**src/rtl/inst_mem_arbiter.sv**
```systemverilog
// Two-requester (fetch/data) arbiter in front of a single-ported instruction/data memory.
// Data has priority, bounded by a starvation streak; accesses are rejected when misaligned and aborted on timeout.
module inst_mem_arbiter #(
    parameter int STREAK_MAX = 4,
    parameter int TIMEOUT    = 255
) (
    input  logic        clk,
    input  logic        rst,
    input  logic        if_req,
    input  logic [31:0] if_addr,
    output logic        if_ready,
    output logic [31:0] if_rdata,
    input  logic        dm_req,
    input  logic        dm_we,
    input  logic [31:0] dm_addr,
    input  logic [31:0] dm_wdata,
    output logic        dm_ready,
    output logic [31:0] dm_rdata,
    output logic        err,
    output logic        mem_req,
    output logic        mem_we,
    output logic [31:0] mem_addr,
    output logic [31:0] mem_wdata,
    input  logic        mem_ready,
    input  logic [31:0] mem_rdata
);
    localparam int SW = $clog2(STREAK_MAX + 2);
    localparam int TW = $clog2(TIMEOUT + 2);
    localparam logic [SW-1:0] STREAK_TOP = SW'(STREAK_MAX);
    localparam logic [TW-1:0] TIMER_TOP  = TW'(TIMEOUT);

    typedef enum logic [1:0] {IDLE, BUSY_IF, BUSY_DM} state_t;

    state_t      state_q, state_d;
    logic [SW-1:0] streak_q, streak_d;
    logic [TW-1:0] timer_q, timer_d;
    logic        mem_req_q, mem_req_d;
    logic        mem_we_q, mem_we_d;
    logic        misalign_q, misalign_d;
    logic [31:0] mem_addr_q, mem_addr_d;
    logic [31:0] mem_wdata_q, mem_wdata_d;
    logic [31:0] if_rdata_q, if_rdata_d;
    logic [31:0] dm_rdata_q, dm_rdata_d;

    logic        busy, expired, done, fail, fetch_wins;
    logic [31:0] rd_val, grant_addr;

    // A real mem_ready in the expiry cycle still wins: only an unanswered expiry is a failure.
    always_comb begin
        busy    = (state_q != IDLE);
        expired = mem_req_q && (timer_q == TIMER_TOP);
        done    = busy && (misalign_q || mem_ready || expired);
        fail    = misalign_q || (expired && !mem_ready);
        rd_val  = (fail || mem_we_q) ? 32'd0 : mem_rdata;
    end

    assign if_ready  = !rst && done && (state_q == BUSY_IF);
    assign dm_ready  = !rst && done && (state_q == BUSY_DM);
    assign err       = !rst && done && fail;
    assign if_rdata  = if_ready ? rd_val : if_rdata_q;
    assign dm_rdata  = dm_ready ? rd_val : dm_rdata_q;
    assign mem_req   = mem_req_q && !mem_ready && !expired;
    assign mem_we    = mem_we_q;
    assign mem_addr  = mem_addr_q;
    assign mem_wdata = mem_wdata_q;

    always_comb begin
        // NOTE: every _d gets a default here, so no path through the case can infer a latch.
        state_d     = state_q;
        streak_d    = streak_q;
        timer_d     = timer_q;
        mem_req_d   = mem_req_q;
        mem_we_d    = mem_we_q;
        misalign_d  = misalign_q;
        mem_addr_d  = mem_addr_q;
        mem_wdata_d = mem_wdata_q;
        if_rdata_d  = if_rdata_q;
        dm_rdata_d  = dm_rdata_q;

        fetch_wins = if_req && (!dm_req || streak_q == STREAK_TOP);
        grant_addr = fetch_wins ? if_addr : dm_addr;

        case (state_q)
            IDLE: begin
                if (if_req || dm_req) begin
                    state_d     = fetch_wins ? BUSY_IF : BUSY_DM;
                    mem_addr_d  = {2'b00, grant_addr[31:2]};
                    mem_we_d    = !fetch_wins && dm_we;
                    mem_wdata_d = fetch_wins ? 32'd0 : dm_wdata;
                    misalign_d  = (grant_addr[1:0] != 2'b00);
                    mem_req_d   = (grant_addr[1:0] == 2'b00);
                    timer_d     = '0;
                    if (fetch_wins || !if_req)
                        streak_d = '0;
                    else if (streak_q != STREAK_TOP)
                        streak_d = streak_q + 1'b1;
                end
            end
            default: begin
                if (done) begin
                    state_d    = IDLE;
                    mem_req_d  = 1'b0;
                    misalign_d = 1'b0;
                    timer_d    = '0;
                    if (state_q == BUSY_IF)
                        if_rdata_d = rd_val;
                    else
                        dm_rdata_d = rd_val;
                end else begin
                    timer_d = timer_q + 1'b1;
                end
            end
        endcase
    end

    // NOTE: state updates use non-blocking assignments so every flop samples pre-edge values.
    always_ff @(posedge clk) begin
        if (rst) begin
            state_q     <= IDLE;
            streak_q    <= '0;
            timer_q     <= '0;
            mem_req_q   <= 1'b0;
            mem_we_q    <= 1'b0;
            misalign_q  <= 1'b0;
            mem_addr_q  <= '0;
            mem_wdata_q <= '0;
            if_rdata_q  <= '0;
            dm_rdata_q  <= '0;
        end else begin
            state_q     <= state_d;
            streak_q    <= streak_d;
            timer_q     <= timer_d;
            mem_req_q   <= mem_req_d;
            mem_we_q    <= mem_we_d;
            misalign_q  <= misalign_d;
            mem_addr_q  <= mem_addr_d;
            mem_wdata_q <= mem_wdata_d;
            if_rdata_q  <= if_rdata_d;
            dm_rdata_q  <= dm_rdata_d;
        end
    end
endmodule
```
**config.mk**
```make
export PLATFORM = sky130hd
export DESIGN_NAME = inst_mem_arbiter
export DESIGN_NICKNAME = d
export VERILOG_FILES = /design/src/rtl/inst_mem_arbiter.sv
export SDC_FILE = /design/constraint.sdc
export NUM_CORES = 1
export LEC_CHECK = 0
export BUFFER_PORTS_ARGS = -buffer_cell sky130_fd_sc_hd__buf_2
export CORE_UTILIZATION = 40
export DETAILED_ROUTE_END_ITERATION = 6
export PLACE_DENSITY = 0.74
export SETUP_SLACK_MARGIN = 0.1
export SLEW_MARGIN = 10
export SYNTH_ARGS = -nofsm -noshare
export SYNTH_HDL_FRONTEND = slang
export SYNTH_SLANG_ARGS = --single-unit
export TNS_END_PERCENT = 30
```
**constraint.sdc**
```tcl
create_clock -name clk -period 4.4 [get_ports clk]
set_clock_uncertainty 0.1 [all_clocks]
set_input_delay 0.22 -clock clk [delete_from_list [all_inputs] [get_ports clk]]
set_output_delay 0.22 -clock clk [all_outputs]
set_load 0.01 [all_outputs]
```
==> metrics <==
final setup margin ~0.7 ns; Num CTS Buffers 17; Worst Setup SP timer_q[0]; largest net degree at the start of global routing 70; Routed Antenna Nets 0; Peak VDD IR roughly 0.00024 V; synthesized cell area 5880 sq um; crit-path max FO 41; antenna violations before repair 0; Root Buffer clkbuf_16; asr flop ratio synth 0%; number of remaining DRC errors 3; violated checks DRC; area post-placement slightly above 7000 sq um; Worst slew margin 37.9%; DRT Pass-1 Iters 7; share of layout cells above drive strength 1 32.2%; Reg clk slew, reported paths roughly 0.06 ns; cell area after layout 9090 sq um; Least-Margin Pin Slew 0.931 ns; non-filler instance count after layout 1173; sequential share of power approximately two fifths; RR Endpoint if_rdata_q[4]; P_sw 939 uW; Detailed Place HPWL 11800 um; Initial Util 41.7%; utilization after layout between 60 and 70%; CTS tree built; kind of critical path reg2out; CTS resizes 0; Final min period about 3.7 ns; worst skew pair latency 0.41 ns; status finished with violations; row count 43; Worst setup EP type primary output; Seq/Total Area, Yosys 48.7%; Slew Viols, Final 0; cts hold-fix bufs 124; worst r2r path cells 11; Switching Fraction 27.2%; via count 6556; Yosys top cell area share 48.7%; grt total ovfl 0; WP data required between 4 and 5 ns; layout overhead on the synthesized area 54.5%; first-pass GRT wire length 30700 um; Mapped Avg Cell Area 9.40 sq um; Startpoint Class flip-flop; Post-CTS Setup Bufs 0; vias in the first global route 6052; Tot GR Track Use 26.2%; Gate Count Post-Synth approximately 630; leakage power 4.09 nW; die height 123 um; Clock power frac around 42%; Critical Path Stages 12; max-cap viol count 0; average routed wire per standard cell 17.6 um; GPL Wtd Cong 0.787; dominant cell type by area after synthesis dfxtp_1; Die Span X 123 um; hold crit path type in2reg; RSZ-0062 raised after global routing no; placed cell count 1017; top cells by area, synth dfxtp_1 49%, a22o_1 9.4%, a32o_1 5.4%, a222oi_1 5.1%, nor2_1 4.8%; H-tree depth 4; Pint 2.52 mW; nets ~1100; post-synth cell types 44; FMAX 0.270 GHz; cell family with most CP delay simple AND/OR/NAND/NOR gates; # diodes 0; Power Dens Cells 380 nW/um^2; R2R Setup Slk 1.32 ns; num ports 267; total power 3.46 mW; CP max stage delay 0.42 ns; via/cell ratio 5.59; CTS Buffer Depth 2; Iteration-0 DRC Markers 641; Hold Slack between 0.02 and 0.03 ns; EDFF count, synth 0; crit share post-route between 80% and 90%; IO Port Bufs about 260; number of synthesized register bits ~140; yosys warns 0; Worst R2R Start timer_q[0]; crit path max-delay cell type a211oi_4; CP Capture Point if_rdata[5]; Worst path most repeated cell and3_1; crit-path cells ha_1, and3_1, and3_1, and3_1, ha_1, a211oi_4, or3_1, inv_2, and2_2, buf_12, a22o_1, buf_2; final WL 20600 um; pre-CTS WS 1.14 ns; CTS Sinks 143; Logic pwr share between 10% and 20%; TNS Setup 0 ns; core area approximately 14000 sq um; ys flop type dfxtp_1; Final Hold Viols 0; CP bufs+invs 3; final setup fails 0; critical path data arrival time 3.38 ns; Die ar. 15200 sq um
[layout make-up]
| cell class | count | area (sq um) |
|---|---|---|
| Clock inverter | 13 | 150 |
| Multi-Input combinational cell | 380 | 2590 |
| Tap cell | 180 | 225 |
| Clock buffer | 19 | 453 |
| Timing Repair Buffer | 400 | 2670 |
| Fill cell | 1065 | 5000 |
| Inverter | 38 | 143 |
| Sequential cell | 143 | 2860 |
[synth_stat cells, types with 2 or more instances]
| cell | count |
|---|---|
| a222oi_1 | 30 |
| clkbuf_1 | 34 |
| nand2b_1 | 3 |
| ha_1 | 4 |
| buf_1 | 13 |
| o21ai_1 | 39 |
| a22o_1 | 63 |
| buf_4 | 3 |
| o21ai_0 | 2 |
| nand2_1 | 7 |
| inv_1 | 37 |
| and3_1 | 6 |
| nand3b_1 | 2 |
| or3_1 | 2 |
| a22oi_1 | 34 |
| buf_2 | 9 |
| dfxtp_1 | 143 |
| a21oi_1 | 11 |
| a31oi_1 | 2 |
| nor2_1 | 75 |
| a32o_1 | 32 |
| nand3_1 | 40 |
| buf_6 | 7 |
| nor3_1 | 8 |
[metal layers]
metal	wire length [um]	GRT usage, %	part of all wire [%]	vias up
li1	-	-	-	3085
met1	8090	30.1	39	3034
met2	9980	44.1	48	372
met3	1630	6.37	7.9	65
met4	947	15.2	4.6	0
met5	0	0	0	-
[power groups by stage]
stage | combinational (mW) | clock, mW | sequential [mW]
floorplan | 0.240 | 0 | 1.44
global placement | 0.447 | 0 | 1.42
detailed placement | 0.452 | 0 | 1.42
CTS | 0.566 | 1.48 | 1.40
global route | 0.632 | 1.54 | 1.40
finish | 0.591 | 1.47 | 1.40
[kinds of logic (layout without fill, tap and decap cells)]
group | count (synthesis) | in the layout | share of synthesized area [%]
fa+ha+maj | 4 | 4 | 0.851
simple gates | 152 | 152 | 12.0
compound gates | 222 | 222 | 30.5
flops | 143 | 143 | 48.7
other cells | 1 | 2 | 0.0637
buf+inv | 104 | 470 | 7.91
[sequential cells by signal, indices dropped and copies added, names as in the netlist]
| register | flops |
|---|---|
| dm_rdata_q | 32 |
| if_rdata_q | 32 |
| mem_addr | 30 |
| mem_req_q | 1 |
| mem_wdata | 32 |
| mem_we | 1 |
| misalign_q | 1 |
| state_q | 2 |
| streak_q | 3 |
| timer_q | 9 |
[how the worst min path moves through the flow]
| stage | start | endpoint | slack [ns] | depth (start not counted) |
|---|---|---|---|---|
| floorplan | mem_rdata[0] | if_rdata_q[0] | 0.25 | 1 |
| global placement | dm_rdata_q[9] | dm_rdata_q[9] | 0.35 | 1 |
| detailed placement | dm_rdata_q[22] | dm_rdata_q[22] | 0.35 | 1 |
| CTS | mem_rdata[10] | if_rdata_q[10] | 0.003 | 2 |
| global route | mem_rdata[10] | if_rdata_q[10] | 0.01 | 2 |
| finish | mem_rdata[10] | if_rdata_q[10] | 0.03 | 2 |
[worst register-to-register path: cells and delay by family (launching register included)]
kind	cells	cell delay [ns]
compound gates	2	0.66
buf+inv	2	0.30
flops	1	0.33
fa+ha+maj	2	0.46
simple gates	5	1.12
[layout by cell type (no fill, tap or decap), types with 2 or more instances in the layout]
master         Yosys  layout
buf_2              9     264
dfxtp_1          143     143
dlygate4sd3_1      0     124
nor2_1            75      73
a22o_1            63      63
nand3_1           40      40
o21ai_1           39      38
inv_1             37      37
a22oi_1           34      34
a32o_1            32      32
a222oi_1          30      30
clkbuf_16          0      17
buf_4              3      11
a21oi_1           11      10
nand2_1            7       7
nor3_1             8       7
and3_1             6       5
inv_6              0       5
ha_1               4       4
nand2b_1           3       3
or3_1              2       2
nor2_2             0       2
a31oi_1            2       2
o21ai_0            2       2
nand3b_1           2       2
conb_1             1       2
clkinv_2           0       2
clkinv_4           0       2
clkbuf_8           0       2
bufinv_16          0       2
No activity file was read; power rests on OpenSTA's default activity.
